`config.mk`:
```
export PLATFORM = sky130hd
export DESIGN_NAME = ksa_gen
export DESIGN_NICKNAME = d
export VERILOG_FILES = /design/src/rtl/ksa_gen.sv
export SDC_FILE = /design/constraint.sdc
export NUM_CORES = 1
export LEC_CHECK = 0
export ABC_AREA = 1
export BUFFER_PORTS_ARGS = -buffer_cell sky130_fd_sc_hd__buf_2
export CAP_MARGIN = 20
export CELL_PAD_IN_SITES_DETAIL_PLACEMENT = 0
export CELL_PAD_IN_SITES_GLOBAL_PLACEMENT = 1
export CORE_MARGIN = 2
export CORE_UTILIZATION = 25
export DETAILED_ROUTE_END_ITERATION = 10
export GPL_TIMING_DRIVEN = 0
export MAX_ROUTING_LAYER = met4
export PLACE_DENSITY = 0.65
export SLEW_MARGIN = 10
export SYNTH_ARGS = -nofsm -noshare
export SYNTH_HDL_FRONTEND = slang
export SYNTH_SLANG_ARGS = --single-unit
```
`constraint.sdc`:
```
create_clock -name clk -period 2.81 [get_ports clk]
set_input_delay 0.7025 -clock clk [delete_from_list [all_inputs] [get_ports clk]]
set_output_delay 0.7025 -clock clk [all_outputs]
set_load 0.03 [all_outputs]
```
`src/rtl/ksa_gen.sv`:
```
// RC4 key-scheduling engine driving a single-port S memory (sync read, one access per cycle).
// Optional identity fill, then 256 swap iterations of 6 cycles each.
module ksa_gen #(
    parameter int KEY_BYTES = 3,
    parameter bit DO_INIT   = 1'b1
) (
    input  logic                   clk,
    input  logic                   rst_n,
    input  logic                   en,
    output logic                   rdy,
    input  logic [8*KEY_BYTES-1:0] key,
    input  logic [5:0]             key_len,
    output logic [7:0]             addr,
    input  logic [7:0]             rddata,
    output logic [7:0]             wrdata,
    output logic                   wren,
    output logic [2:0]             state_dbg
);

    // Handshake: en is accepted only at an edge where rdy=1; rdy drops the next cycle until the run ends.
    typedef enum logic [2:0] {IDLE, FILL, RD_I, WT_I, RD_J, WT_J, WR_I, WR_J} state_t;

    state_t                 state, state_d;
    logic [7:0]             i_q, i_d, j_q, j_d, si_q, si_d, sj_q, sj_d;
    logic [5:0]             kidx_q, kidx_d, len_q, len_d;
    logic [8*KEY_BYTES-1:0] key_q, key_d;
    logic [7:0]             addr_d, wrdata_d;
    logic                   wren_d;
    logic [7:0]             key_byte, j_sum;

    assign rdy       = (state == IDLE);
    assign state_dbg = state;

    always_comb begin
        key_byte = '0;
        for (int b = 0; b < KEY_BYTES; b++) begin
            if (kidx_q == 6'(b)) key_byte = key_q[8*(KEY_BYTES-1-b) +: 8];
        end
    end

    // rddata holds S[i] in WT_I, so the new j is formed there and presented as the RD_J address.
    assign j_sum = j_q + rddata + key_byte;

    // Output registers are loaded with the action of the state being entered.
    always_comb begin
        state_d  = state;
        i_d      = i_q;
        j_d      = j_q;
        si_d     = si_q;
        sj_d     = sj_q;
        kidx_d   = kidx_q;
        len_d    = len_q;
        key_d    = key_q;
        addr_d   = addr;
        wrdata_d = wrdata;
        wren_d   = 1'b0;
        case (state)
            IDLE: begin
                if (en) begin
                    key_d    = key;
                    len_d    = (key_len == 6'd0 || key_len > 6'(KEY_BYTES)) ? 6'(KEY_BYTES) : key_len;
                    i_d      = 8'd0;
                    j_d      = 8'd0;
                    kidx_d   = 6'd0;
                    addr_d   = 8'd0;
                    wrdata_d = 8'd0;
                    if (DO_INIT) begin
                        wren_d  = 1'b1;
                        state_d = FILL;
                    end else begin
                        state_d = RD_I;
                    end
                end
            end
            FILL: begin
                if (i_q == 8'hFF) begin
                    i_d     = 8'd0;
                    addr_d  = 8'd0;
                    state_d = RD_I;
                end else begin
                    i_d      = i_q + 8'd1;
                    addr_d   = i_q + 8'd1;
                    wrdata_d = i_q + 8'd1;
                    wren_d   = 1'b1;
                end
            end
            RD_I: state_d = WT_I;
            WT_I: begin
                si_d    = rddata;
                j_d     = j_sum;
                addr_d  = j_sum;
                state_d = RD_J;
            end
            RD_J: state_d = WT_J;
            WT_J: begin
                sj_d     = rddata;
                addr_d   = i_q;
                wrdata_d = rddata;
                wren_d   = 1'b1;
                state_d  = WR_I;
            end
            WR_I: begin
                addr_d   = j_q;
                wrdata_d = si_q;
                wren_d   = 1'b1;
                state_d  = WR_J;
            end
            WR_J: begin
                if (i_q == 8'hFF) begin
                    state_d = IDLE;
                end else begin
                    i_d     = i_q + 8'd1;
                    addr_d  = i_q + 8'd1;
                    kidx_d  = (kidx_q == 6'(len_q - 6'd1)) ? 6'd0 : kidx_q + 6'd1;
                    state_d = RD_I;
                end
            end
            default: state_d = IDLE;
        endcase
    end

    always_ff @(posedge clk or negedge rst_n) begin
        if (!rst_n) begin
            state  <= IDLE;
            i_q    <= '0;
            j_q    <= '0;
            si_q   <= '0;
            sj_q   <= '0;
            kidx_q <= '0;
            len_q  <= '0;
            key_q  <= '0;
            addr   <= '0;
            wrdata <= '0;
            wren   <= 1'b0;
        end else begin
            state  <= state_d;
            i_q    <= i_d;
            j_q    <= j_d;
            si_q   <= si_d;
            sj_q   <= sj_d;
            kidx_q <= kidx_d;
            len_q  <= len_d;
            key_q  <= key_d;
            addr   <= addr_d;
            wrdata <= wrdata_d;
            wren   <= wren_d;
        end
    end

endmodule

```
Word-level counts from Yosys, hierarchy flattened:

Index checks and enable logic that the tools add are counted.
Widths: inputs -> output; s select.

* logic and storage cells: 70
* output and inout bits: 21
* bits in registers: 80
* input port bits: 41

* magnitude comparators: 1
* mux-type cells: 22
* eq/ne operators: 15
* reduce and logical (&&, ||, !) cells: 17
* add/subtract/negate cells: 5

Operators with widths (count)
* $mux 8: 6
* $pmux 8 s6: 1
* $pmux 8 s4: 1
* $mux 6: 4
* $pmux 3 s8: 1
* $pmux 8 s3: 1
* $add 8x8->8: 2
* $pmux 8 s2: 1
* $eq 3x3->1 const B: 4
* $logic_not 6->1: 2
* $pmux 6 s2: 1
* $reduce_and 3->1: 4
* $add 8x1->8 const B: 1
* $eq 8x8->1 const B: 1
* $ne 2x2->1 const B: 4
* $add 6x1->6 const B: 1
* $eq 3x2->1 const B: 2
* $eq 6x1->1 const B: 1
* $eq 6x2->1 const B: 1
* $eq 6x6->1: 1
* $gt 6x2->1 const B: 1
* $mux 3: 2
* $reduce_and 2->1: 3
* $reduce_bool 6->1: 1
* 11 further kinds: 13

Depth between registers and ports, before layout:

Gate-level depths: netlist of run 1.

* depth after elaboration: 6
* gate-level depth with buffers: 21
* mapped depth without buffers: 19

Worst setup path after synthesis of run 1:

No wires, ideal clock.

* kind: reg-to-reg
* start point: register kidx_q[1]
* end point: register addr[7]
* setup time: 0.117 ns
* path buffers: 2
* stages on the path, launching flop included: 20
* clock period less this slack: 2.994 ns
* data required time: 2.693 ns
* path slack: -0.184 ns
* arrival: 2.877 ns
* cells stage by stage: dfrtp_1 -> inv_1 -> ha_1 -> clkbuf_1 -> clkbuf_1 -> nand4_1 -> o311ai_0 -> o21ai_0 -> fa_1 -> inv_1 -> ha_1 -> nand2_1 -> inv_1 -> nand4_1 -> o211ai_1 -> nand3_1 -> nand3_1 -> nand2_1 -> nand2_1 -> nand2_1

* longest elaborated chain between the ends: 6
* elaborated cells between the ends (all ways): 8
* those cells by class: add/sub (1); eq/ne (2); mux (4); reduce/logical (1)

Ends and longest elaborated chain
* start: declaration: line 25 `logic [5:0] kidx_q, kidx_d, len_q, len_d;`
* start signal: assignment: line 141 `kidx_q <= kidx_d;`
* $logic_not 6->1: line 37 `if (kidx_q == 6'(b)) key_byte = key_q[8*(KEY_BYTES-1-b) +: 8];`
* $mux 8 (2 in series): line 37
* $mux 8 *: line 37
* $add 8x8->8 *: line 42 `assign j_sum = j_q + rddata + key_byte;`
* $pmux 8 s6 *: line 57 `case (state)`
* end signal: assignment: line 144 `addr <= addr_d;`
* end: declaration: line 13 `output logic [7:0] addr,`

Every way passes the cells marked *; elsewhere a longest branch is shown, timed or not.
A chain may end at the register's enable or synchronous reset.

Worst setup path in the final report of run 1:

Ends and elaborated chain as after synthesis.

==> impl_metrics.py, run 1 <==
metrics = {
    "outcome": {
        "run_status": "finished with violations",
        "violations": "setup timing",
    },
    "drt": {
        "drtIter0Drc": 242,
        "drt-total-wl_mm": 13.0,
        "wl_per_cell_um": 14.5,
        "via_per_inst": 4.52,
        "postRouteAntennaNets": 0,
        "vias": 4067,
        "drt_pass1_iterations": 4,
        "drc": 0,
    },
    "timing": {
        "fin_crit_ns": 3.04,
        "max_freq_ghz": 0.329,
        "finalHoldViolCount": 0,
        "finalCritPeriodShare": 1.08,
        "hold_ws_ns": 0.287,
        "rsz0062_at_grt": "true",
        "layout_setup_ws_ns": -0.227,
        "slew_viol_final": 0,
        "slew_headroom": 0.634,
        "finalSetupViolCount": 9,
        "worst_slew_pin_slew_ns": 0.545,
        "fin_skew_ns": 0.00575,
    },
    "yosys": {
        "yosysWarnings": 0,
        "netlist_area_mm2": 0.00462,
        "synth_edf_count": 0,
        "synthArstFlopShare": 1.00,
        "synth.distinct_cells": 42,
        "synth_ff_type": "dfrtp_1",
        "syn-num-nets": 629,
        "yosysSeqAreaShare": 0.433,
        "ys_ff_latch": 80,
        "synth_cells": 568,
        "avgSynthCellArea_um2": 8.13,
    },
    "global_routing": {
        "antenna_found_initial": 1,
        "grt_max_degree": 53,
        "grt_use_total": 0.141,
        "grt_pass1_wl_mm": 21.3,
        "grt_pass1_vias": 4070,
        "grt-ovfl-total": 0,
    },
    "hold_path": {
        "hp-class": "input pin to async pin",
    },
    "clocking": {
        "cts.path.max_buffers": 2,
        "htreeDepth": 3,
        "cts_buffers": 9,
        "cts_tree": "built",
        "path_clk_slew_ns": 0.06,
        "clock-sinks": 80,
        "cts_root_buffer": "clkbuf_16",
        "clk-insertion-delay-late_ns": 0.35,
    },
    "die": {
        "num_io_pins": 62,
        "die-height_um": 140,
        "coreArea_mm2": 0.0180,
        "rows": 49,
        "die_area_mm2": 0.0196,
        "start_util": 0.256,
        "die_w_um": 140,
    },
    "setup_path": {
        "cp.required_ns": 3.05,
        "critical-path-top-delay-family": "adder cells",
        "crit_slowest_cell": "fa_1",
        "cp_max_fo": 7,
        "cp_slowest_stage_delay_ns": 0.57,
        "criticalPathCategory": "register to register",
        "end_kind": "register",
        "cp_num_buf_inv": 4,
        "startpoint": "kidx_q[1]$_DFFE_PN0P_",
        "worstPathCellList": "inv_2 -> ha_4 -> buf_8 -> clkbuf_8 -> nand4_1 -> o311ai_4 -> o21ai_2 -> fa_1 -> inv_2 -> ha_4 -> nand2_1 -> o211ai_1 -> nand3_1 -> nand3_2 -> nand2_2 -> nand2_2 -> nand2_1",
        "start_kind": "register",
        "arrival_ns": 3.28,
        "reg2reg_from": "kidx_q[1]$_DFFE_PN0P_",
    },
    "placed_design": {
        "place_area_mm2": 0.00527,
        "port-buffer-count": 61,
        "dp_hpwl_mm": 9.43,
        "gp_congestion": 0.837,
    },
    "finish": {
        "num-fill-cells": 1883,
        "fin_util": 0.340,
        "design_area_mm2": 0.00612,
        "area_delta_synth_final_pct": 32.5,
        "layout.nets": 726,
        "drive_gt1_frac": 0.306,
    },
    "power_and_ir_drop": {
        "ir_worst_vdd_mv": 0.497,
        "leakage_nw": 3.01,
        "total_power_mw": 8.48,
        "power_density_mw_per_mm2": 1390,
    },
    "flow_run": {
        "max-cap-violations": 0,
    },
}
==> final cells by class <==
type                            count  area [µm²]  share of cell area
Tap cell                          229         287              0.0468
Timing Repair Buffer               88         548              0.0895
Clock inverter                      5        81.3              0.0133
Antenna cell                        1        2.50            0.000409
Clock buffer                       10         239              0.0390
Inverter                           61         241              0.0395
Buffer                             16         140              0.0229
Sequential cell                    80        2010               0.328
Multi-Input combinational cell    409        2570               0.420
==> per-stage QoR <==
step                std cells  TNS [ns]  setup slack [ns]
floorplan                 568         0           0.00632
global placement          858     -5.82            -0.759
detailed placement        859     -6.26            -0.793
CTS                       893     -1.34            -0.237
global route              899     -3.02            -0.419
finish                    899     -1.25            -0.227
==> what timing repair did <==
action                     in CTS  in global routing
cloned                          1                  0
setup endpoints to repair      13                 13
buffers inserted               20                  5
hold buffers                    0                  0
pin swaps                      24                 24
resized for setup              60                 22
==> synthesized netlist by cell type, types with 8 or more instances <==
cell	n	area, µm²
xor2_1	11	96.3
nor2_1	29	109
dfrtp_1	80	2000
nand3_1	25	125
inv_2	8	30.0
o21ai_0	33	165
buf_2	8	40.0
nand2_1	196	736
a21oi_1	17	85.1
inv_1	50	188
fa_1	8	160
nand4_1	17	106
ha_1	12	150
==> registers in the layout, summed over array words and instances, names as in the netlist <==
name	count
state_dbg	3
i_q	8
addr	8
kidx_q	6
j_q	8
si_q	8
wrdata	8
len_q	6
key_q	24
wren	1
==> worst reg2reg max path: stages (launching register included) <==
cell and delay [ns]:
dfrtp_1 0.40, inv_2 0.10, ha_4 0.14, buf_8 0.11, clkbuf_8 0.14, nand4_1 0.13, o311ai_4 0.13, o21ai_2 0.11
fa_1 0.57, inv_2 0.05, ha_4 0.27, nand2_1 0.07, o211ai_1 0.26, nand3_1 0.14, nand3_2 0.13, nand2_2 0.09
nand2_2 0.06, nand2_1 0.04
==> metal layers <==
metal	wire [µm]	GRT usage
met1	6320	0.192
met2	5940	0.209
met3	505	0.0301
met4	231	0.0463
met5	0	-
==> report_power, final <==
part	switching, mW	internal, mW
registers	0.329	1.61
logic	3.08	2.18
clock network	0.487	0.797
total	3.89	4.59
==> path summary, 6_finish.rpt <==
path,to,slack [ns],cells after the start
max,addr[7]$_DFFE_PN0P_,-0.23,17
min,wrdata[0]$_DFFE_PN0P_,0.29,1
max reg2reg,addr[7]$_DFFE_PN0P_,-0.23,17
min reg2reg,addr[0]$_DFFE_PN0P_,0.46,2
max in group asynchronous,kidx_q[0]$_DFFE_PN0P_,1.91,2
min in group clk,addr[0]$_DFFE_PN0P_,0.46,2
==> layout by cell type, fill, tap and decap left out, types with 5 or more instances in the layout <==
| cell | instances |
|---|---|
| a21oi_1 | 7 |
| a21oi_2 | 8 |
| buf_2 | 65 |
| buf_4 | 24 |
| buf_6 | 8 |
| clkbuf_16 | 10 |
| dfrtp_1 | 75 |
| dfrtp_2 | 5 |
| fa_1 | 7 |
| ha_4 | 7 |
| inv_1 | 43 |
| inv_2 | 13 |
| inv_4 | 5 |
| nand2_1 | 192 |
| nand2_2 | 6 |
| nand3_1 | 21 |
| nand4_1 | 17 |
| nor2_1 | 25 |
| nor2_4 | 9 |
| nor3b_2 | 5 |
| o21ai_0 | 26 |
| o21ai_1 | 6 |
| xnor2_1 | 7 |
| xor2_1 | 11 |
==> cells by family after synthesis <==
| kind of cell | share of synthesized area |
|---|---|
| AND/OR/NAND/NOR | 0.304 |
| flip-flops | 0.433 |
| buffers and inverters | 0.0720 |
| AO/OA/AOI/OAI | 0.0897 |
| adder cells (fa/ha/maj) | 0.0672 |
| XOR/XNOR | 0.0341 |
(Power assumes the default switching activity.)
==> run 2, diff against run 1 <==
CORE_UTILIZATION = 35   (was 25)
PLACE_DENSITY = 0.82   (was 0.65)
==> run 2 against run 1 <==
The flow still finishes with violations (setup timing). Critical path depth grew 2. Non-clock buffer count shrank 2. Register-to-register slack lost 0.096 ns. Largest cell class unchanged. Highest routed layer unchanged.
==> impl_metrics.py, run 2 (synthesized netlist as in run 1, its figures left out) <==
metrics = {
    "die": {
        "die_area_mm2": 0.0141,
        "die-height_um": 119,
        "rows": 41,
        "coreArea_mm2": 0.0128,
        "start_util": 0.362,
        "die_w_um": 119,
        "num_io_pins": 62,
    },
    "setup_path": {
        "cp_max_fo": 5,
        "end_kind": "register",
        "r2r_setup_slack_ns": -0.32,
        "criticalPathCategory": "register to register",
        "rr_worst_depth": 19,
        "arrival_ns": 3.36,
        "start_kind": "register",
        "cp.required_ns": 3.04,
    },
    "outcome": {
        "run_status": "finished with violations",
        "violations": "setup timing",
    },
    "hold_path": {
        "hp-class": "input pin to async pin",
    },
    "placed_design": {
        "gp_congestion": 0.912,
        "placed_cells": 802,
        "port-buffer-count": 61,
        "dp_hpwl_mm": 8.95,
    },
    "clocking": {
        "cts_tree": "built",
        "clk-insertion-delay-late_ns": 0.35,
        "clock-sinks": 80,
        "cts_buffers": 9,
        "path_clk_slew_ns": 0.07,
        "cts.path.max_buffers": 2,
        "ctsHoldBuffers": 0,
        "cts_root_buffer": "clkbuf_16",
        "htreeDepth": 3,
    },
    "drt": {
        "via_per_inst": 4.95,
        "drtIter0Drc": 277,
        "postRouteAntennaNets": 0,
        "drt_pass1_iterations": 5,
        "vias": 4159,
        "wl_per_cell_um": 15.2,
        "drt-total-wl_mm": 12.7,
        "drc": 0,
    },
    "power_and_ir_drop": {
        "power_density_mw_per_mm2": 1460,
        "ir_worst_vdd_mv": 0.578,
        "total_power_mw": 8.89,
        "leakage_nw": 3.01,
    },
    "timing": {
        "slew_headroom": 0.631,
        "finalSetupViolCount": 8,
        "max_freq_ghz": 0.319,
        "slew_viol_final": 0,
        "fin_skew_ns": 0.0171,
        "worst_slew_pin_slew_ns": 0.554,
        "hold_ws_ns": 0.310,
        "finalHoldViolCount": 0,
        "layout_setup_ws_ns": -0.323,
        "rsz0062_at_grt": "true",
        "fin_crit_ns": 3.13,
        "finalCritPeriodShare": 1.11,
    },
    "finish": {
        "layout.nets": 724,
        "area_delta_synth_final_pct": 31.8,
        "layout_commonest_cell": "nand2_1",
        "largest_reg_flops": 24,
        "final_cells": 840,
        "drive_gt1_frac": 0.313,
        "top_register": "key_q",
        "num-fill-cells": 1211,
        "diodes": 0,
        "fin_util": 0.477,
        "layout_common_cells": "nand2_1, dfrtp_1, buf_2",
    },
    "global_routing": {
        "grt-busiest-layer": "met2",
        "met1_usage": 0.251,
        "grt_use_total": 0.190,
        "met2_usage": 0.291,
        "grt-ovfl-total": 0,
        "grt_max_degree": 48,
        "groute.layer.met3.usage": 0.0412,
        "grt_pass1_vias": 4097,
        "antenna_found_initial": 0,
        "grt_pass1_wl_mm": 20.7,
    },
    "flow_run": {
        "max-cap-violations": 0,
    },
}
==> run 2: changes by cell type in the layout (fill, tap and decap cells not counted), sizes merged <==
cell    previous run  this run
buf              100        99
clkinv             2         1
diode              1         0
clkbuf            14        15
==> run 2: final cells by class <==
type / count / area, µm² / share of cell area
Inverter: 61 / 241 / 0.0397
Timing Repair Buffer: 87 / 539 / 0.0886
Sequential cell: 80 / 2010 / 0.330
Tap cell: 172 / 215 / 0.0354
Buffer: 15 / 114 / 0.0187
Multi-Input combinational cell: 409 / 2640 / 0.433
Clock inverter: 4 / 76.3 / 0.0125
Clock buffer: 12 / 256 / 0.0421
==> run 2: final timing paths <==
check,startpoint,end
max,kidx_q[5]$_DFFE_PN0P_,addr[7]$_DFFE_PN0P_
min,rst_n,key_q[17]$_DFFE_PN0P_
min in group clk,addr[0]$_DFFE_PN0P_,addr[0]$_DFFE_PN0P_
max reg2reg,kidx_q[5]$_DFFE_PN0P_,addr[7]$_DFFE_PN0P_
min reg2reg,addr[0]$_DFFE_PN0P_,addr[0]$_DFFE_PN0P_
max in group asynchronous,rst_n,j_q[4]$_DFFE_PN0P_
==> run 2: timing repair <==
action                                  in CTS  in global routing
setup buffers                               18                  6
endpoints found under the hold margin        0                  0
gates cloned                                 1                  0
pin swaps                                   19                 23
resized for setup                           65                 26
endpoints found under the setup margin      13                 13
==> run 2: layer usage <==
layer  wire length [µm]  vias to the layer above
met3                703                       28
met5                  0                        -
li1                   -                     2014
met4                383                        0
met2               5880                      117
met1               5760                     2000
==> run 2: power breakdown <==
group	internal [mW]	switching (mW)	leakage (nW)	total, mW
registers	1.61	0.327	1.02	1.93
logic	2.32	3.33	1.83	5.65
clock network	0.829	0.479	0.159	1.31
total	4.75	4.14	3.01	8.89
==> run 2: critical path: stages, from the launching register on <==
cell	delay (ns)
dfrtp_2	0.43
nor2_4	0.16
buf_6	0.12
nand3_4	0.09
buf_6	0.16
buf_4	0.14
o311ai_4	0.08
o21ai_2	0.09
fa_1	0.50
inv_1	0.07
ha_4	0.28
nand2_1	0.08
inv_1	0.07
nand4_1	0.13
o211ai_1	0.18
nand3_1	0.15
nand3_2	0.11
nand2_2	0.07
nand2_1	0.06
nand2_1	0.04
==> run 2: through the flow <==
| step | area (µm²) | TNS [ns] | setup WS, ns |
|---|---|---|---|
| 3_5_place_dp | 5200 | -5.99 | -0.714 |
| 4_1_cts | 5920 | -0.849 | -0.199 |
| 2_1_floorplan | 4650 | 0 | 0.00632 |
| 5_1_grt | 6090 | -3.33 | -0.463 |
| 3_3_place_gp | 5170 | -5.44 | -0.640 |
| 6_report | 6090 | -1.61 | -0.323 |
==> run 3, diff against run 2 <==
CELL_PAD_IN_SITES_DETAIL_PLACEMENT = 1   (was 0)
CELL_PAD_IN_SITES_GLOBAL_PLACEMENT = 2   (was 1)
CORE_UTILIZATION = 32   (was 35)
CTS_BUF_LIST = sky130_fd_sc_hd__clkbuf_8   (was unset)
PLACE_DENSITY = 0.9   (was 0.82)
==> run 3 against run 2 <==
The run still ends with setup timing left. Count of clock-buffer cells in the layout is 1 lower. Sequential cell count stayed put. Core utilization is 4.2 points lower. Via count is 0.67% higher. Design area is 0.25% lower. Critical path depth stayed put. Wire length is 15% higher. Clock skew is 0.0024 ns lower. Fmax is 0.12% lower. Total power is 0.90% lower. Hold slack worse by 0.093 ns. Register-to-register slack hardly changed. Largest power group unchanged. Highest routed layer unchanged.
==> impl_metrics.py, run 3 (synthesized netlist as in run 1, its figures left out) <==
metrics = {
    "outcome": {
        "run_status": "finished with violations",
        "violations": "setup timing",
    },
    "drt": {
        "postRouteAntennaNets": 0,
        "drc": 0,
        "via_per_inst": 4.91,
        "wl_per_cell_um": 17.2,
        "drt-total-wl_mm": 14.6,
        "drtIter0Drc": 169,
        "vias": 4187,
        "drt_pass1_iterations": 4,
    },
    "power_and_ir_drop": {
        "p_seq_frac": 0.220,
        "combPwrFrac": 0.655,
        "netSwitchingFraction": 0.479,
        "total_power_mw": 8.81,
        "power_density_mw_per_mm2": 1450,
        "leakage_nw": 3.01,
        "p_sw_mw": 4.22,
        "internal_power_mw": 4.59,
        "ir_worst_vdd_mv": 0.597,
        "p_clk_frac": 0.125,
    },
    "finish": {
        "layout_common_cells": "nand2_1, dfrtp_1, buf_2",
        "drive_gt1_frac": 0.316,
        "fin_util": 0.434,
        "layout_commonest_cell": "nand2_1",
        "top_register": "key_q",
        "area_delta_synth_final_pct": 31.4,
        "diodes": 0,
        "layout.nets": 729,
        "largest_reg_flops": 24,
    },
    "die": {
        "num_io_pins": 62,
        "rows": 43,
        "start_util": 0.330,
        "die_area_mm2": 0.0154,
        "die-height_um": 124,
        "coreArea_mm2": 0.0140,
        "die_w_um": 124,
    },
    "global_routing": {
        "grt_pass1_wl_mm": 23.3,
        "grt_pass1_vias": 4480,
        "grt-busiest-layer": "met2",
        "antenna_found_initial": 0,
        "grt-ovfl-total": 0,
        "groute.layer.met3.usage": 0.0353,
        "grt_max_degree": 58,
        "met2_usage": 0.337,
        "grt_use_total": 0.209,
        "met1_usage": 0.263,
    },
    "clocking": {
        "cts.path.max_buffers": 2,
        "htreeDepth": 3,
        "cts_tree": "built",
        "ctsHoldBuffers": 0,
        "clk-insertion-delay-late_ns": 0.38,
        "cts_buffers": 9,
        "path_clk_slew_ns": 0.09,
        "cts_root_buffer": "clkbuf_8",
        "clock-sinks": 80,
    },
    "timing": {
        "max_freq_ghz": 0.319,
        "fin_crit_ns": 3.14,
        "fin_skew_ns": 0.0147,
        "finalHoldViolCount": 0,
        "slew_viol_final": 0,
        "slew_headroom": 0.621,
        "finalCritPeriodShare": 1.12,
        "worst_slew_pin_slew_ns": 0.568,
        "rsz0062_at_grt": "true",
        "layout_setup_ws_ns": -0.326,
        "finalSetupViolCount": 11,
        "finalSetupTns_ns": -2.13,
    },
    "placed_design": {
        "gp_congestion": 0.893,
        "port-buffer-count": 61,
        "dp_hpwl_mm": 10.3,
    },
    "setup_path": {
        "cp.required_ns": 3.13,
        "cp_max_fo": 7,
        "end_kind": "register",
        "startpoint": "kidx_q[0]$_DFFE_PN0P_",
        "criticalPathCategory": "register to register",
        "start_kind": "register",
        "reg2reg_from": "kidx_q[0]$_DFFE_PN0P_",
        "arrival_ns": 3.45,
    },
    "hold_path": {
        "hp-class": "input pin to async pin",
    },
    "flow_run": {
        "max-cap-violations": 0,
    },
}
==> run 3: worst max-delay path: stages (launching register included) <==
cell and delay, ns:
dfrtp_2 0.46, buf_12 0.14, ha_4 0.20, clkbuf_16 0.17, nand4_1 0.11, a21oi_2 0.09
fa_1 0.50, ha_2 0.19, inv_2 0.04, fa_2 0.35, inv_2 0.07, nand4_1 0.10
o211ai_1 0.10, buf_4 0.16, inv_2 0.03, nand2_1 0.06, nand3_2 0.11, nand2_2 0.10
nand2_1 0.05, nand2_1 0.05
==> run 3: per-stage QoR <==
step / area [µm²] / hold slack (ns) / setup WS, ns / instances
2_1_floorplan: 4650 / 0.407 / 0.00632 / 568
3_3_place_gp: 5180 / 0.454 / -0.753 / 809
3_5_place_dp: 5210 / 0.459 / -0.857 / 810
4_1_cts: 5890 / 0.211 / -0.298 / 844
5_1_grt: 6070 / 0.230 / -0.512 / 853
6_report: 6070 / 0.217 / -0.326 / 853
==> run 3: area by class of cell <==
type,count,area (µm²)
Timing Repair Buffer,92,592
Clock buffer,11,151
Tap cell,180,225
Sequential cell,80,2010
Buffer,15,125
Fill cell,1688,7920
Multi-Input combinational cell,409,2630
Clock inverter,5,103
Inverter,61,241
==> run 3: metal layers <==
metal / vias up / share of wire / routed length (µm)
li1: 2023 / - / -
met1: 2059 / 0.44 / 6430
met2: 86 / 0.50 / 7280
met3: 19 / 0.045 / 655
met4: 0 / 0.019 / 271
met5: - / 0 / 0
==> run 3: power by group through the flow <==
stage          Sequential [mW]  Combinational [mW]  Clock, mW
3_3_place_gp              1.92                3.77          0
6_report                  1.94                5.78       1.10
2_1_floorplan             2.05                2.68          0
4_1_cts                   1.93                5.05       1.12
5_1_grt                   1.99                6.31       1.17
3_5_place_dp              1.94                3.98          0
==> run 3: worst paths after layout <==
check	to	cells after the start	slack, ns
setup / recovery	addr[7]$_DFFE_PN0P_	19	-0.33
hold / removal	key_q[13]$_DFFE_PN0P_	1	0.22
setup reg to reg	addr[7]$_DFFE_PN0P_	19	-0.33
hold reg to reg	key_q[4]$_DFFE_PN0P_	2	0.48
max in group asynchronous	kidx_q[3]$_DFFE_PN0P_	2	1.98
min in group clk	key_q[4]$_DFFE_PN0P_	2	0.48
==> run 3: timing repair <==
action | 4_1_cts | 5_1_grt
setup endpoints to repair | 13 | 13
cloned | 1 | 0
buffers inserted | 19 | 10
pin swaps | 18 | 20
gates resized for setup | 65 | 27
